`config.mk`:
```
export PLATFORM = sky130hd
export DESIGN_NAME = trigger_edge_filter_mc
export DESIGN_NICKNAME = d
export VERILOG_FILES = /design/src/rtl/trig_filter_pkg.sv /design/src/rtl/trig_chan_filter.sv /design/src/rtl/trigger_edge_filter_mc.sv
export SDC_FILE = /design/constraint.sdc
export NUM_CORES = 1
export LEC_CHECK = 0
export CORE_MARGIN = 4
export CORE_UTILIZATION = 30
export CTS_CLUSTER_SIZE = 25
export DETAILED_ROUTE_END_ITERATION = 16
export GPL_TIMING_DRIVEN = 0
export PLACE_DENSITY = 0.58
export SETUP_SLACK_MARGIN = 0.1
export SYNTH_ARGS = -nofsm -noshare
export SYNTH_HDL_FRONTEND = slang
export SYNTH_SLANG_ARGS = --single-unit
```
`constraint.sdc`:
```
create_clock -name clk -period 5.55 [get_ports clk]
set_input_delay 1.11 -clock clk [delete_from_list [all_inputs] [get_ports clk]]
set_output_delay 1.11 -clock clk [all_outputs]
set_load 0.02 [all_outputs]
```
`src/rtl/trig_filter_pkg.sv`:
```
// Edge-mode encodings shared by the trigger conditioner and its per-channel filter.
// Helper functions decode which pulse polarities a mode enables.
package trig_filter_pkg;

    typedef enum logic [1:0] {
        EDGE_OFF  = 2'b00,
        EDGE_RISE = 2'b01,
        EDGE_FALL = 2'b10,
        EDGE_BOTH = 2'b11
    } edge_mode_e;

    function automatic logic rise_enabled(input edge_mode_e mode);
        return (mode == EDGE_RISE) || (mode == EDGE_BOTH);
    endfunction

    function automatic logic fall_enabled(input edge_mode_e mode);
        return (mode == EDGE_FALL) || (mode == EDGE_BOTH);
    endfunction

endpackage

```
`src/rtl/trig_chan_filter.sv`:
```
// One trigger channel: synchroniser, glitch filter, edge detect and hold-off gate.
// With TRIG_FILTER_CNT_EN defined, a saturating accepted-pulse counter is added.
module trig_chan_filter
    import trig_filter_pkg::*;
#(
    parameter int SYNC_STAGES = 2,
    parameter int GLITCH_CYC  = 2,
    parameter int HOLDOFF_W   = 8
`ifdef TRIG_FILTER_CNT_EN
    ,
    parameter int CNT_W       = 16
`endif
) (
    input  logic                 clk,
    input  logic                 rst,
    input  logic                 trig_in,
    input  edge_mode_e           edge_mode,
    input  logic [HOLDOFF_W-1:0] holdoff,
    output logic                 pos_pulse,
    output logic                 neg_pulse,
    output logic                 level
`ifdef TRIG_FILTER_CNT_EN
    ,
    input  logic                 cnt_clr,
    output logic [CNT_W-1:0]     evt_cnt
`endif
);

    localparam int GW = $clog2(GLITCH_CYC + 1);
    localparam logic [GW-1:0] GLITCH_LAST = GW'(GLITCH_CYC - 1);

    logic [SYNC_STAGES-1:0] sync_q, sync_d;
    logic [GW-1:0]          glitch_cnt_q, glitch_cnt_d;
    logic                   level_q, level_d;
    logic [HOLDOFF_W-1:0]   hold_cnt_q, hold_cnt_d;
    logic                   pos_pulse_q, pos_pulse_d;
    logic                   neg_pulse_q, neg_pulse_d;
    logic                   synced;
    logic                   accept;
    logic                   gate_open;
    logic                   issue;

    assign synced = sync_q[SYNC_STAGES-1];

    always_comb begin
        sync_d = {sync_q[SYNC_STAGES-2:0], trig_in};
    end

    // A new level is only accepted after GLITCH_CYC consecutive disagreeing samples.
    always_comb begin
        glitch_cnt_d = glitch_cnt_q;
        level_d      = level_q;
        accept       = 1'b0;
        if (synced == level_q) begin
            glitch_cnt_d = '0;
        end else if (glitch_cnt_q == GLITCH_LAST) begin
            accept       = 1'b1;
            level_d      = synced;
            glitch_cnt_d = '0;
        end else begin
            glitch_cnt_d = glitch_cnt_q + 1'b1;
        end
    end

    always_comb begin
        gate_open   = (hold_cnt_q == '0);
        pos_pulse_d = accept & synced & gate_open & rise_enabled(edge_mode);
        neg_pulse_d = accept & ~synced & gate_open & fall_enabled(edge_mode);
        issue       = pos_pulse_d | neg_pulse_d;
        hold_cnt_d  = hold_cnt_q;
        if (issue) begin
            hold_cnt_d = holdoff;
        end else if (!gate_open) begin
            hold_cnt_d = hold_cnt_q - 1'b1;
        end
    end

    always_ff @(posedge clk) begin
        if (rst) begin
            sync_q       <= '0;
            glitch_cnt_q <= '0;
            level_q      <= 1'b0;
            hold_cnt_q   <= '0;
            pos_pulse_q  <= 1'b0;
            neg_pulse_q  <= 1'b0;
        end else begin
            sync_q       <= sync_d;
            glitch_cnt_q <= glitch_cnt_d;
            level_q      <= level_d;
            hold_cnt_q   <= hold_cnt_d;
            pos_pulse_q  <= pos_pulse_d;
            neg_pulse_q  <= neg_pulse_d;
        end
    end

    assign pos_pulse = pos_pulse_q;
    assign neg_pulse = neg_pulse_q;
    assign level     = level_q;

`ifdef TRIG_FILTER_CNT_EN
    logic [CNT_W-1:0] evt_cnt_q, evt_cnt_d;

    // Clear wins over a same-cycle pulse; the count sticks at all-ones.
    always_comb begin
        evt_cnt_d = evt_cnt_q;
        if (cnt_clr) begin
            evt_cnt_d = '0;
        end else if (issue && (evt_cnt_q != '1)) begin
            evt_cnt_d = evt_cnt_q + 1'b1;
        end
    end

    always_ff @(posedge clk) begin
        if (rst) begin
            evt_cnt_q <= '0;
        end else begin
            evt_cnt_q <= evt_cnt_d;
        end
    end

    assign evt_cnt = evt_cnt_q;
`endif

endmodule

```
`src/rtl/trigger_edge_filter_mc.sv`:
```
// Multi-channel trigger conditioner: CH independent trig_chan_filter instances.
// Define TRIG_FILTER_CNT_EN to add cnt_clr/evt_cnt and per-channel saturating event counters.
module trigger_edge_filter_mc
    import trig_filter_pkg::*;
#(
    parameter int CH          = 4,
    parameter int SYNC_STAGES = 2,
    parameter int GLITCH_CYC  = 2,
    parameter int HOLDOFF_W   = 8
`ifdef TRIG_FILTER_CNT_EN
    ,
    parameter int CNT_W       = 16
`endif
) (
    input  logic                 clk,
    input  logic                 rst,
    input  logic [CH-1:0]        trigger,
    input  logic [1:0]           edge_mode,
    input  logic [HOLDOFF_W-1:0] holdoff,
    output logic [CH-1:0]        pos_pulse,
    output logic [CH-1:0]        neg_pulse,
    output logic [CH-1:0]        level
`ifdef TRIG_FILTER_CNT_EN
    ,
    input  logic                 cnt_clr,
    output logic [CH*CNT_W-1:0]  evt_cnt
`endif
);

    edge_mode_e mode;

    assign mode = edge_mode_e'(edge_mode);

    for (genvar i = 0; i < CH; i++) begin : g_chan
        trig_chan_filter #(
            .SYNC_STAGES (SYNC_STAGES),
            .GLITCH_CYC  (GLITCH_CYC),
            .HOLDOFF_W   (HOLDOFF_W)
`ifdef TRIG_FILTER_CNT_EN
            ,
            .CNT_W       (CNT_W)
`endif
        ) u_chan (
            .clk       (clk),
            .rst       (rst),
            .trig_in   (trigger[i]),
            .edge_mode (mode),
            .holdoff   (holdoff),
            .pos_pulse (pos_pulse[i]),
            .neg_pulse (neg_pulse[i]),
            .level     (level[i])
`ifdef TRIG_FILTER_CNT_EN
            ,
            .cnt_clr   (cnt_clr),
            .evt_cnt   (evt_cnt[i*CNT_W +: CNT_W])
`endif
        );
    end

endmodule

```
After elaboration in Yosys (flattened, before gate mapping)
Cells that the tools add are included.
{"block": "word_totals", "regBits": 60, "word_cells": 113}
{"block": "op_classes", "n_eq_ne": 15, "add_sub_neg": 8, "mux": 16, "n_reduce_logical": 14, "bitwise_logic": 36}
{"op": "2-to-1 mux 8 bit", "n": 8}
{"op": "zero test 8 bit", "n": 4}
{"op": "subtractor 8 x 1 -> 8 bit, second input constant", "n": 4}
{"op": "AND 1 bit", "n": 24}
{"op": "OR reduction 3 bit", "n": 4}
{"op": "equality test 2 x 1 -> 1 bit, second input constant", "n": 5}
{"op": "adder 2 x 1 -> 2 bit, second input constant", "n": 4}
{"op": "2-to-1 mux 1 bit", "n": 8}
{"op": "inequality test 2 bit, second input constant", "n": 4}
{"op": "NOT 1 bit", "n": 8}
{"op": "AND reduction 2 bit", "n": 4}
{"op": "equality test 1 bit", "n": 4}
{"op": "equality test 2 bit, second input constant", "n": 2}
{"op": "bitwise OR 1 bit", "n": 4}
{"op": "logical OR 1 bit", "n": 2}

Logic depth before layout (Yosys ltp)
{"block": "logic_depth", "depth_word": 8, "ltp_mapped": 7}

Modules after synthesis
Synthesis repeated with hierarchy kept, for this count alone.
{"block": "unflattened", "cells_unflattened": 312, "area_unflattened_um2": 2912.8}
{"module": "trig_chan_filter", "area_each_um2": 728.2, "seq_area_each_um2": 300.3, "instances": 4, "cells_each": 78}

Worst setup path after synthesis
Ideal clock, no wire load.
{"block": "synth_timing", "kind": "input port to flip-flop", "startpoint": "input port edge_mode[1]", "endpoint": "register g_chan[3].u_chan.hold_cnt_q[2]", "t_required_ps": 5485, "cell_stages": 4, "setup_ps": 65, "n_path_buf": 0, "slack_ps": 3440, "arrival_time_ps": 2045, "path_cell_list": "nand4b_1 -> a2111oi_4 -> a22oi_1 -> nor2_1"}
{"block": "synth_via", "elab_chain_cells": 5, "elab_cells_between_ends": 10}
{"item": "from (decl)", "line": "trigger_edge_filter_mc.sv:18", "source": "input logic [1:0] edge_mode,"}
{"item": "equality test 2 x 1 -> 1 bit (tied with other cells)", "line": "trig_filter_pkg.sv:13", "source": "return (mode == EDGE_RISE) || (mode == EDGE_BOTH);"}
{"item": "logical OR 1 bit, on equally long branches", "line": "trig_filter_pkg.sv:13, trig_filter_pkg.sv:17"}
{"item": "AND 1 bit, on equally long branches", "line": "trig_chan_filter.sv:67, trig_chan_filter.sv:68"}
{"item": "bitwise OR 1 bit *", "line": "trig_chan_filter.sv:69", "source": "issue = pos_pulse_d | neg_pulse_d;"}
{"item": "inequality test 2 bit (no source line) or 2-to-1 mux 8 bit (tied branches)"}
{"item": "to (signal assigned)", "line": "trig_chan_filter.sv:90", "source": "hold_cnt_q <= hold_cnt_d;"}
{"item": "to (decl)", "line": "trig_chan_filter.sv:35", "source": "logic [HOLDOFF_W-1:0] hold_cnt_q, hold_cnt_d;"}
Every way passes the cells marked *; elsewhere a longest branch is shown, timed or not.
A chain may end at the register's enable or synchronous reset.

Worst setup path after layout
{"block": "layout_timing", "startpoint": "input port edge_mode[1]", "endpoint": "register g_chan[3].u_chan.hold_cnt_q[0]"}
Same word-level chain as after synthesis.

==> run_results.csv <==
group,metric,value,unit
clocking,htree_levels,3,
sta,finalCritPeriodShare,0.494,
sta,rsz0062_at_grt,"false",
placement,place_congestion,0.794,
setup_path,critPathMaxFanout,8,
clocking,cts_tree,"done",
synthesis,synth_ff_type,"dfxtp_1",
pwr,power_leakage,1.32,nW
placement,dp_cells,481,
setup_path,worstSetupPathType,"in -> reg",
sta,tns,0,ps
sta,hold_slack,418,ps
layout,final_cell_mix,"dfxtp_1 (60), clkdlybuf4s50_1 (27), nand2_1 (25), nor2_1 (23), inv_1 (18)",
synthesis,yosys_warnings,0,
floorplan,row_count,35,
pwr,p_total,1.90,mW
clocking,numCtsBuffers,9,
setup_path,end_kind,"register",
grt,track_usage,0.129,
grt,grt_first_pass_wirelength,11700,µm
floorplan,fp.dieArea,0.0114,mm²
layout,syn_to_final_growth,22.9,%
layout,final_cells,496,
synthesis,seq_area_frac_synth,0.410,
sta,slew_viol_final,0,
clocking,hold_buffers,0,
synthesis,syn_inst,325,
route,via_per_inst,5.03,
run_status,run_status,"finished, final reports clean",
pwr,pwr_density_cell,528,mW/mm²
route,firstDrtPassIters,4,
sta,worst_slew_pin_slew,908,ps
route,vias,2496,
pwr,ir_drop,191,µV
layout,diodes,0,
synthesis,syn_nets,353,
hold_path,min_path_type,"reg -> reg",
placement,placement.io_buffers,27,
sta,fmax,0.364,GHz
setup_path,worst_ep_arrival_time,2980,ps
grt,grt_pass1_vias,2347,
sta,finalCriticalPeriod,2740,ps
floorplan,chipHeight,107,µm
grt,grt_max_degree,11,
layout,layout_commonest_cell,"dfxtp_1",
route,wl_per_cell,14.4,µm
synthesis,yosys.cell_types.count,45,
floorplan,top_level_ports,28,
route,drc,0,
layout,drive_gt1_frac,0.104,
floorplan,core,0.00937,mm²
synthesis,avgSynthCellArea,9.01,µm²
clocking,cts_root_buffer,"clkbuf_8",
grt,grt_overflow,0,
sta,setup_viol,0,
sta,clock_skew,8.31,ps
synthesis,synth-seq-cells,60,
clocking,postCtsSetupBuffers,0,
synthesis,synth.cell_area,0.00293,mm²
clocking,clock_latency,330,ps
flow_run,cap_violations,0,
sta,finalHoldViolCount,0,
sta,relSlewSlack,0.389,
route,dr.first_iter.drc_count,228,
placement,place_hpwl,5190,µm
layout,layout.nets,391,
clocking,clk_pin_slew,70,ps
floorplan,start_util,0.312,
synthesis,synth_edf_count,0,
clocking,cts_sinks,60,
route,wl,7120,µm
synthesis,async_reset_ff_frac,0,
route,ant_nets,0,
setup_path,worst_setup_path_start_kind,"input pin",
setup_path,cp.required,5790,ps
clocking,clock_path_buffers,2,
floorplan,die_x,107,µm
grt,antenna_found_initial,0,
clocking,post_cts_resized,0,
[flip-flops by register name, indices dropped and copies added (netlist names)]
register,count
g_chan.u_chan.neg_pulse,4
g_chan.u_chan.level,4
g_chan.u_chan.sync_q,8
g_chan.u_chan.hold_cnt_q,32
g_chan.u_chan.glitch_cnt_q,8
g_chan.u_chan.pos_pulse,4
[cells by family after synthesis]
kind of cell             share of synthesized area
AND/OR/NAND/NOR                              0.263
AO/OA/AOI/OAI                                0.150
flip-flops                                   0.410
buffers and inverters                       0.0620
XOR/XNOR                                    0.0359
adder cells (fa/ha/maj)                     0.0513
multiplexers                                0.0274
[critical path: stages]
cell and delay [ps]:
clkdlybuf4s50_1 610, nand4b_1 260, a2111oi_4 680, nand3_1 210
o31ai_1 110
[final timing paths]
kind	start	endpoint	slack [ps]	cells after the start
max reg2reg	g_chan[2].u_chan.hold_cnt_q[2]$_SDFFE_PP0P_	g_chan[2].u_chan.hold_cnt_q[0]$_SDFFE_PP0P_	3560	4
min reg2reg	g_chan[3].u_chan.glitch_cnt_q[0]$_SDFF_PP0_	g_chan[3].u_chan.glitch_cnt_q[0]$_SDFF_PP0_	420	1
min	g_chan[3].u_chan.glitch_cnt_q[0]$_SDFF_PP0_	g_chan[3].u_chan.glitch_cnt_q[0]$_SDFF_PP0_	420	1
max	edge_mode[1]	g_chan[3].u_chan.hold_cnt_q[0]$_SDFFE_PP0P_	2810	5
[stage by stage]
| step | setup slack, ps | cell area (µm²) | util |
|---|---|---|---|
| floorplan | 3440 | 2930 | - |
| global placement | 2470 | 3360 | 0.358 |
| detailed placement | 2460 | 3360 | 0.358 |
| CTS | 2810 | 3600 | 0.384 |
| global route | 2700 | 3600 | 0.384 |
| finish | 2810 | 3600 | 0.384 |
[synthesized netlist by cell type, types with 7 or more instances]
cell type  count  area, µm²
mux2i_1        8       80.1
ha_1          12        150
a31oi_1       13       81.3
nand4b_1       9       78.8
nor4_1         7       43.8
or4_1         10       75.1
nor3_1         9       45.0
a21oi_1       14       70.1
nor2b_1        9       56.3
dfxtp_1       60       1200
buf_4         12       90.1
inv_1         18       67.6
nor2_1        23       86.3
o31ai_1        7       52.6
nand2_1       25       93.8
nand2b_1       8       50.1
nand3_1       14       70.1
[power breakdown]
group          internal [mW]  leakage [nW]  total, mW  switching [mW]
Combinational          0.343         0.703      0.757           0.414
Sequential             0.538         0.492      0.663           0.125
Clock                  0.307         0.122      0.479           0.173
[layout make-up]
class | instances | area, µm²
Inverter | 18 | 67.6
Clock inverter | 5 | 100
Fill cell | 976 | 5770
Buffer | 18 | 114
Clock buffer | 10 | 138
Sequential cell | 60 | 1200
Multi-Input combinational cell | 229 | 1550
Tap cell | 129 | 161
Timing Repair Buffer | 27 | 270
[routing by layer]
layer,GRT usage,up-vias,share of wire,routed length [µm]
met5,0,-,0,0
met4,0.0667,0,0.023,167
met3,0.0295,16,0.042,296
met2,0.194,52,0.46,3270
met1,0.173,1171,0.48,3390
li1,-,1257,-,-
(Power assumes the default switching activity.)
